--- src/rtl/gshare_predictor.sv ---
// Gshare / bimodal branch direction predictor.
// A table of saturating counters indexed by PC word bits, optionally XORed with
// a global history register. Lookup is combinational. Updates arrive later,
// carrying the history snapshot that was used at prediction time. Running
// branch and mispredict counts are kept for performance monitoring.
module gshare_predictor #(
   parameter int CTR_WIDTH = 2,
   parameter int IDX_WIDTH = 6,
   parameter int GHR_WIDTH = 6,
   parameter int USE_GHR   = 1
) (
   input  logic                 clk,
   input  logic                 rst,
   input  logic [31:0]          pred_pc,
   output logic                 pred_taken,
   output logic [GHR_WIDTH-1:0] pred_ghr,
   input  logic                 upd_valid,
   input  logic [31:0]          upd_pc,
   input  logic [GHR_WIDTH-1:0] upd_ghr,
   input  logic                 upd_taken,
   input  logic                 upd_mispredict,
   output logic [31:0]          mispredict_count,
   output logic [31:0]          branch_count
);

   localparam int DEPTH = 1 << IDX_WIDTH;

   // Weakly not-taken: MSB clear, all lower bits set.
   localparam logic [CTR_WIDTH-1:0] CTR_INIT = {1'b0, {(CTR_WIDTH-1){1'b1}}};
   localparam logic [CTR_WIDTH-1:0] CTR_MAX  = {CTR_WIDTH{1'b1}};
   localparam logic [CTR_WIDTH-1:0] CTR_MIN  = '0;

   logic [CTR_WIDTH-1:0] ctr_table [DEPTH];
   logic [GHR_WIDTH-1:0] ghr;

   logic [IDX_WIDTH-1:0] pred_pc_idx;
   logic [IDX_WIDTH-1:0] upd_pc_idx;
   logic [IDX_WIDTH-1:0] ghr_ext;
   logic [IDX_WIDTH-1:0] upd_ghr_ext;
   logic [IDX_WIDTH-1:0] pred_idx;
   logic [IDX_WIDTH-1:0] upd_idx;
   logic [CTR_WIDTH-1:0] upd_ctr_cur;
   logic [CTR_WIDTH-1:0] upd_ctr_next;
   logic [GHR_WIDTH-1:0] ghr_next;

   // Bits outside the index field are deliberately ignored; aliasing between
   // PCs that share index bits is accepted.
   logic unused_pc_bits;
   assign unused_pc_bits = ^{pred_pc[31:IDX_WIDTH+2], pred_pc[1:0],
                             upd_pc[31:IDX_WIDTH+2], upd_pc[1:0]};

   assign pred_pc_idx = pred_pc[IDX_WIDTH+1:2];
   assign upd_pc_idx  = upd_pc[IDX_WIDTH+1:2];
   assign ghr_ext     = IDX_WIDTH'(ghr);
   assign upd_ghr_ext = IDX_WIDTH'(upd_ghr);

   // Update indexes with the snapshot that travelled with the branch, not the
   // live history, so the same counter that produced the prediction is trained.
   assign pred_idx = (USE_GHR != 0) ? (pred_pc_idx ^ ghr_ext)    : pred_pc_idx;
   assign upd_idx  = (USE_GHR != 0) ? (upd_pc_idx ^ upd_ghr_ext) : upd_pc_idx;

   // Read-before-write: a same-cycle update to the looked-up entry is only
   // visible from the following cycle.
   assign pred_taken = ctr_table[pred_idx][CTR_WIDTH-1];
   assign pred_ghr   = (USE_GHR != 0) ? ghr : '0;

   // Saturating step of the counter addressed by the update.
   always_comb begin
      upd_ctr_cur  = ctr_table[upd_idx];
      upd_ctr_next = upd_ctr_cur;
      if (upd_taken) begin
         if (upd_ctr_cur != CTR_MAX) upd_ctr_next = upd_ctr_cur + 1'b1;
      end else begin
         if (upd_ctr_cur != CTR_MIN) upd_ctr_next = upd_ctr_cur - 1'b1;
      end
   end

   // Shift the outcome into the history; the cast drops the oldest bit and
   // also covers a one-bit history.
   assign ghr_next = GHR_WIDTH'({ghr, upd_taken});

   // Counter table: reset to weakly not-taken, train on valid updates.
   always_ff @(posedge clk) begin
      if (rst) begin
         for (int i = 0; i < DEPTH; i++) begin
            ctr_table[i] <= CTR_INIT;
         end
      end else if (upd_valid) begin
         ctr_table[upd_idx] <= upd_ctr_next;
      end
   end

   // Global history register; held at zero in bimodal mode.
   always_ff @(posedge clk) begin
      if (rst) begin
         ghr <= '0;
      end else if (upd_valid && (USE_GHR != 0)) begin
         ghr <= ghr_next;
      end
   end

   // Saturating branch and mispredict counters.
   always_ff @(posedge clk) begin
      if (rst) begin
         branch_count     <= '0;
         mispredict_count <= '0;
      end else if (upd_valid) begin
         if (branch_count != 32'hFFFF_FFFF) branch_count <= branch_count + 32'd1;
         if (upd_mispredict && (mispredict_count != 32'hFFFF_FFFF)) begin
            mispredict_count <= mispredict_count + 32'd1;
         end
      end
   end

endmodule
--- config.mk ---
export PLATFORM = sky130hd
export DESIGN_NAME = gshare_predictor
export DESIGN_NICKNAME = d
export VERILOG_FILES = /design/src/rtl/gshare_predictor.sv
export SDC_FILE = /design/constraint.sdc
export NUM_CORES = 1
export LEC_CHECK = 0
export ABC_AREA = 1
export CORE_ASPECT_RATIO = 1.4
export CORE_MARGIN = 3
export CORE_UTILIZATION = 57
export DETAILED_ROUTE_END_ITERATION = 12
export PLACE_DENSITY_LB_ADDON = 0.25
export SYNTH_ARGS = -nofsm -noshare
export SYNTH_HDL_FRONTEND = slang
export SYNTH_SLANG_ARGS = --single-unit
--- constraint.sdc ---
create_clock -name clk -period 2.1 [get_ports clk]
set_input_delay 0.21 -clock clk [delete_from_list [all_inputs] [get_ports clk]]
set_output_delay 0.21 -clock clk [all_outputs]
set_load 0.1 [all_outputs]
* Word-level counts from Yosys, hierarchy flattened
Memory sizes are Yosys's and may differ from the RTL's. Index checks and enable logic that the tools add are counted.
Operators by class: multiplexer cells 11, $add $sub $neg 4, equality and inequality tests 3, reductions and logical operators 5, bitwise logic cells 2
Operator list (count):
- 32-bit by 1-bit adder with 32-bit output, second input constant | 2
- 32-bit inequality test, second input constant | 2
- 6-bit bitwise XOR | 2
- 2-bit two-way mux | 4
- 1-bit two-way mux | 6
- 6-bit two-way mux | 1
- 2-bit AND reduction | 2
- 2-bit by 1-bit adder with 2-bit output, second input constant | 1
- 2-bit inequality test, second input constant | 1
- 2-bit nonzero test | 1
- 2-bit OR reduction | 1
- 2-bit by 1-bit subtractor with 2-bit output, second input constant | 1
- 1-bit logical AND | 1
Word-level totals: register bits after elaboration 70, memories kept 1, output and inout port bits 71, bits in writable memories 128, logic and storage cells 29
Memories:
- ctr_table | depth 64, bits a word 2, rd ports 2, clocked after Yosys merged registers in 0, write ports 64, RTL line 33 | logic [CTR_WIDTH-1:0] ctr_table [DEPTH];

* Depth between registers and ports, before layout
An unclocked memory read counts as a cell.
depth in word-level cells 6, depth in mapped cells 17

* Worst setup path after synthesis
Ideal clock, no wire load.
kind reg-to-output, start reg ghr[1], in the netlist pred_ghr[1], end out pred_taken, slack -1.023 ns, path buffers 1, stages on the path, launching flop included 10, arrival time 2.913 ns, data required time 1.890 ns, cell sequence dfxtp_1 > xnor2_1 > inv_1 > clkbuf_1 > o21ai_0 > o21ai_0 > o211ai_1 > nand3_1 > nand3_1 > nand2_1
On the way: cells in the longest elaborated chain, start to end 2
RTL lines:
- start: declaration | RTL line 34 | logic [GHR_WIDTH-1:0] ghr;
- start signal: assignment | RTL line 98 | ghr <= ghr_next;
- 6-bit bitwise XOR | RTL line 59 | assign pred_idx = (USE_GHR != 0) ? (pred_pc_idx ^ ghr_ext) : pred_pc_idx;
- memory 64 x 2 bit
- end: declaration | RTL line 15 | output logic pred_taken,
No other way between the ends.

* Worst setup path after layout
start reg ghr[0], in the netlist pred_ghr[0], end out pred_taken
Same word-level chain as after synthesis.

==> metrics.md <==
| Metric | Value |
|---|---|
| Avg Synthesized Cell Area | `7.154 um2` |
| Global-route wire length before repair | `56900 um` |
| H-Tree Depth | `4` |
| Largest fanout on the critical path | `6` |
| Predominant post-synthesis flop cell | `edfxtp_1` |
| Clock period minus worst slack | `2.466 ns` |
| Outcome | `finished, violations left` |
| FFs w/ async S/R, synth | `0%` |
| Critical path capture point type | `primary output` |
| Most area-consuming cells after synthesis | `edfxtp_1 33%, dfxtp_1 12%, nand2_1 12%` |
| Combinational family with the most area after synthesis | `simple AND/OR/NAND/NOR gates` |
| Final Hold Violating Endpoints | `0` |
| Total die area | `22250 um2` |
| Overall overflow remaining after global route | `0` |
| Depth of the worst hold-timing path | `2` |
| Synth Net Count | `1708` |
| Cell at the root of the clock tree | `clkbuf_16` |
| Synth Cell Area | `11670 um2` |
| Synth-to-Final Area Change | `29.30%` |
| Cell taking the most area after synthesis | `edfxtp_1` |
| Number of vias per cell after detailed routing | `5.739` |
| Max Freq | `405.5 MHz` |
| IO Pins | `146` |
| Post-synth EDFFs | `128` |
| Final setup violation count | `1` |
| CTS tree | `yes` |
| Synth Area in Adders | `0.2145%` |
| Max IR drop VDD | `0.0004587 V` |
| Routed len/inst | `17.87 um` |
| Initial antenna violation count | `0` |
| Unrepaired setup endpoints after global routing | `yes` |
| Final Worst Setup Slack | `-0.3660 ns` |
| Die Y | `175.3 um` |
| Maximum clock path buffer count | `2` |
| Total placed instance area | `13550 um2` |
| Number of design rule violations left after detail routing | `0` |
| Antenna cell count | `0` |
| Synth Area in XOR/XNOR | `2.756%` |
| Layout cells sized above 1 | `21.89%` |
| Port Buffers | `93` |
| Starting density of the core | `58.35%` |
| Overall track demand over capacity in global routing | `32.23%` |
| Post-route ant nets | `0` |
| Area share of the leading cell type in the synthesized netlist | `32.94%` |
| Most numerous cell in the Yosys netlist | `nand2_1` |
| Nets@finish | `1882` |
| P_leak | `6.317 nW` |
| Number of warning messages in the yosys log | `0` |
| Kind of critical path | `reg -> out` |
| Synth top cells by count | `373 x nand2_1, 287 x inv_1, 231 x nand3_1, 226 x nor2_1, 128 x edfxtp_1` |
| Via count of the first global-routing pass | `11590` |
| Share of the cycle needed by the critical path after routing | `117.4%` |
| Sequential area share after synthesis | `44.95%` |
| Core ar. | `20000 um2` |
| Finished Cell Area | `15090 um2` |
| Maximum number of pins on one net before global-route repair | `47` |
| Worst slack on hold paths | `0.4496 ns` |
| Data arrival time at the worst-slack endpoint | `2.26 ns` |
| Number of clock buffers inserted by TritonCTS | `17` |
| First-iteration detailed-routing DRC count | `1282` |
| Violated checks | `negative setup slack` |
| Final estimated routing congestion in global placement | `0.9920` |
| Largest clock skew in the final design | `0.01021 ns` |
| Fill cells | `1470` |
| Number of synthesized register bits | `198` |
| Skew-Pair Late Insertion Delay | `0.44 ns` |
| Total of hold buffers inserted after clock tree synthesis | `0` |
| Crit path required time | `1.89 ns` |
| Gate count after technology mapping | `1631` |
| Number of sinks driven by the clock tree | `198` |
| Portion of netlist area occupied by mux cells | `0%` |
| Final number of max-transition violations | `0` |
| Number of violations of the max-capacitance limit | `0` |
| Post-CTS clock slew at the launch and capture registers of the worst setup and hold paths | `0.07 ns` |
| Transition time of the tightest slew-check pin | `0.6268 ns` |
| Estimated wirelength of the detail-placed design | `24270 um` |
| Crit start category | `flop` |
| Worst-case headroom to the max-slew limit | `57.83%` |
| Design Power | `10.19 mW` |
| Core Rows | `61` |
| Class of the worst hold path | `reg -> reg` |
| Detailed Routing Iterations Pass 1 | `8` |
| Overall die width | `126.9 um` |
| R2r worst-path depth | `13` |
| Unique masters post-synth | `33` |
| Post-placement worst setup slack | `-0.7035 ns` |
| Area fraction in compound gates after synthesis | `6.487%` |
| Detailed-route wire length | `36990 um` |
| Synthesized-area fraction occupied by and/or/nand/nor cells | `32.73%` |
| Power per cell area | `675.6 nW/um2` |
| Total vias in the final route | `11880` |
## layout by cell type, fill, tap and decap left out, drive strengths merged, types with 34 or more instances in the layout
cell,instances
edfxtp,128
a21oi,51
buf,197
nand2,376
inv,291
o21ai,45
nand3,231
nor2,226
dfxtp,70
nor3,34
## logic make-up after synthesis
family | after synthesis
DFF | 198
AOI/OAI and AO/OA | 133
and+or+nand+nor | 901
buffers and inverters | 362
xor gates and xnor gates | 35
adders and majority gates | 2
## final cells by class
cell class                      count  area [um2]  share of cell area [%]
Clock buffer                       19       432.9                   2.869
Multi-Input combinational cell   1071        5350                   35.46
Clock inverter                     13       152.6                   1.012
Inverter                          289        1092                   7.239
Timing Repair Buffer              228        2377                   15.76
Sequential cell                   198        5368                   35.58
Tap cell                          252       315.3                   2.090
## power by group
part	total, mW	switching (mW)	leakage [nW]	internal [mW]
clock	3.35	1.48	0.286	1.87
sequential	4.23	0.0496	1.71	4.19
combinational	2.61	1.62	4.33	0.989
total	10.2	3.15	6.32	7.04
## path summary, 6_finish.rpt
check | end | slack (ns) | from
worst max register to register | ctr_table[49][1] | 0.03 | ctr_table[24][1]
worst max-delay path | pred_taken | -0.37 | pred_ghr[0]
worst min-delay path | branch_count[28] | 0.45 | branch_count[28]
worst min register to register | branch_count[28] | 0.45 | branch_count[28]
## routing by layer
metal / global-route usage [%] / wire [um] / vias up / part of all wire [%]
li1: - / - / 5564 / -
met1: 36.50 / 12780 / 5469 / 35
met2: 57.00 / 18740 / 656 / 51
met3: 5.841 / 3142 / 190 / 8.5
met4: 17.62 / 2329 / 0 / 6.3
met5: 0 / 0 / - / 0
## sequential cells by signal (all words and copies together), names as in the netlist
| register | count |
|---|---|
| pred_ghr | 6 |
| ctr_table | 128 |
| mispredict_count | 32 |
| branch_count | 32 |
## critical path, cell delays in order, from the launching register on
cell and delay (ns):
dfxtp_4 0.37, inv_4 0.06, nand2_4 0.06, nand2_8 0.13
buf_8 0.14, buf_6 0.10, nand2_2 0.04, o211ai_1 0.07
o21ai_1 0.09, o211ai_1 0.25, nand3_1 0.15, nand3_2 0.12
nand2_4 0.07, buf_12 0.16
## stage by stage
stage / std cells / util (%) / TNS [ns]
finish: 2070 / 75.45 / -0.3660
global route: 2070 / 75.45 / -2.229
CTS: 2064 / 73.07 / -0.3449
detailed placement: 2016 / 67.78 / -124.09
global placement: 2016 / 67.78 / -109.40
floorplan: 1631 / - / -0.05449
## timing repair
action	CTS	global route
pin swaps	18	32
gates cloned	7	8
resized for setup	59	98
endpoints found under the setup margin	165	141
setup buffers	9	4
hold endpoints to repair	0	0
Note: power is estimated with default switching activity, not from simulation.
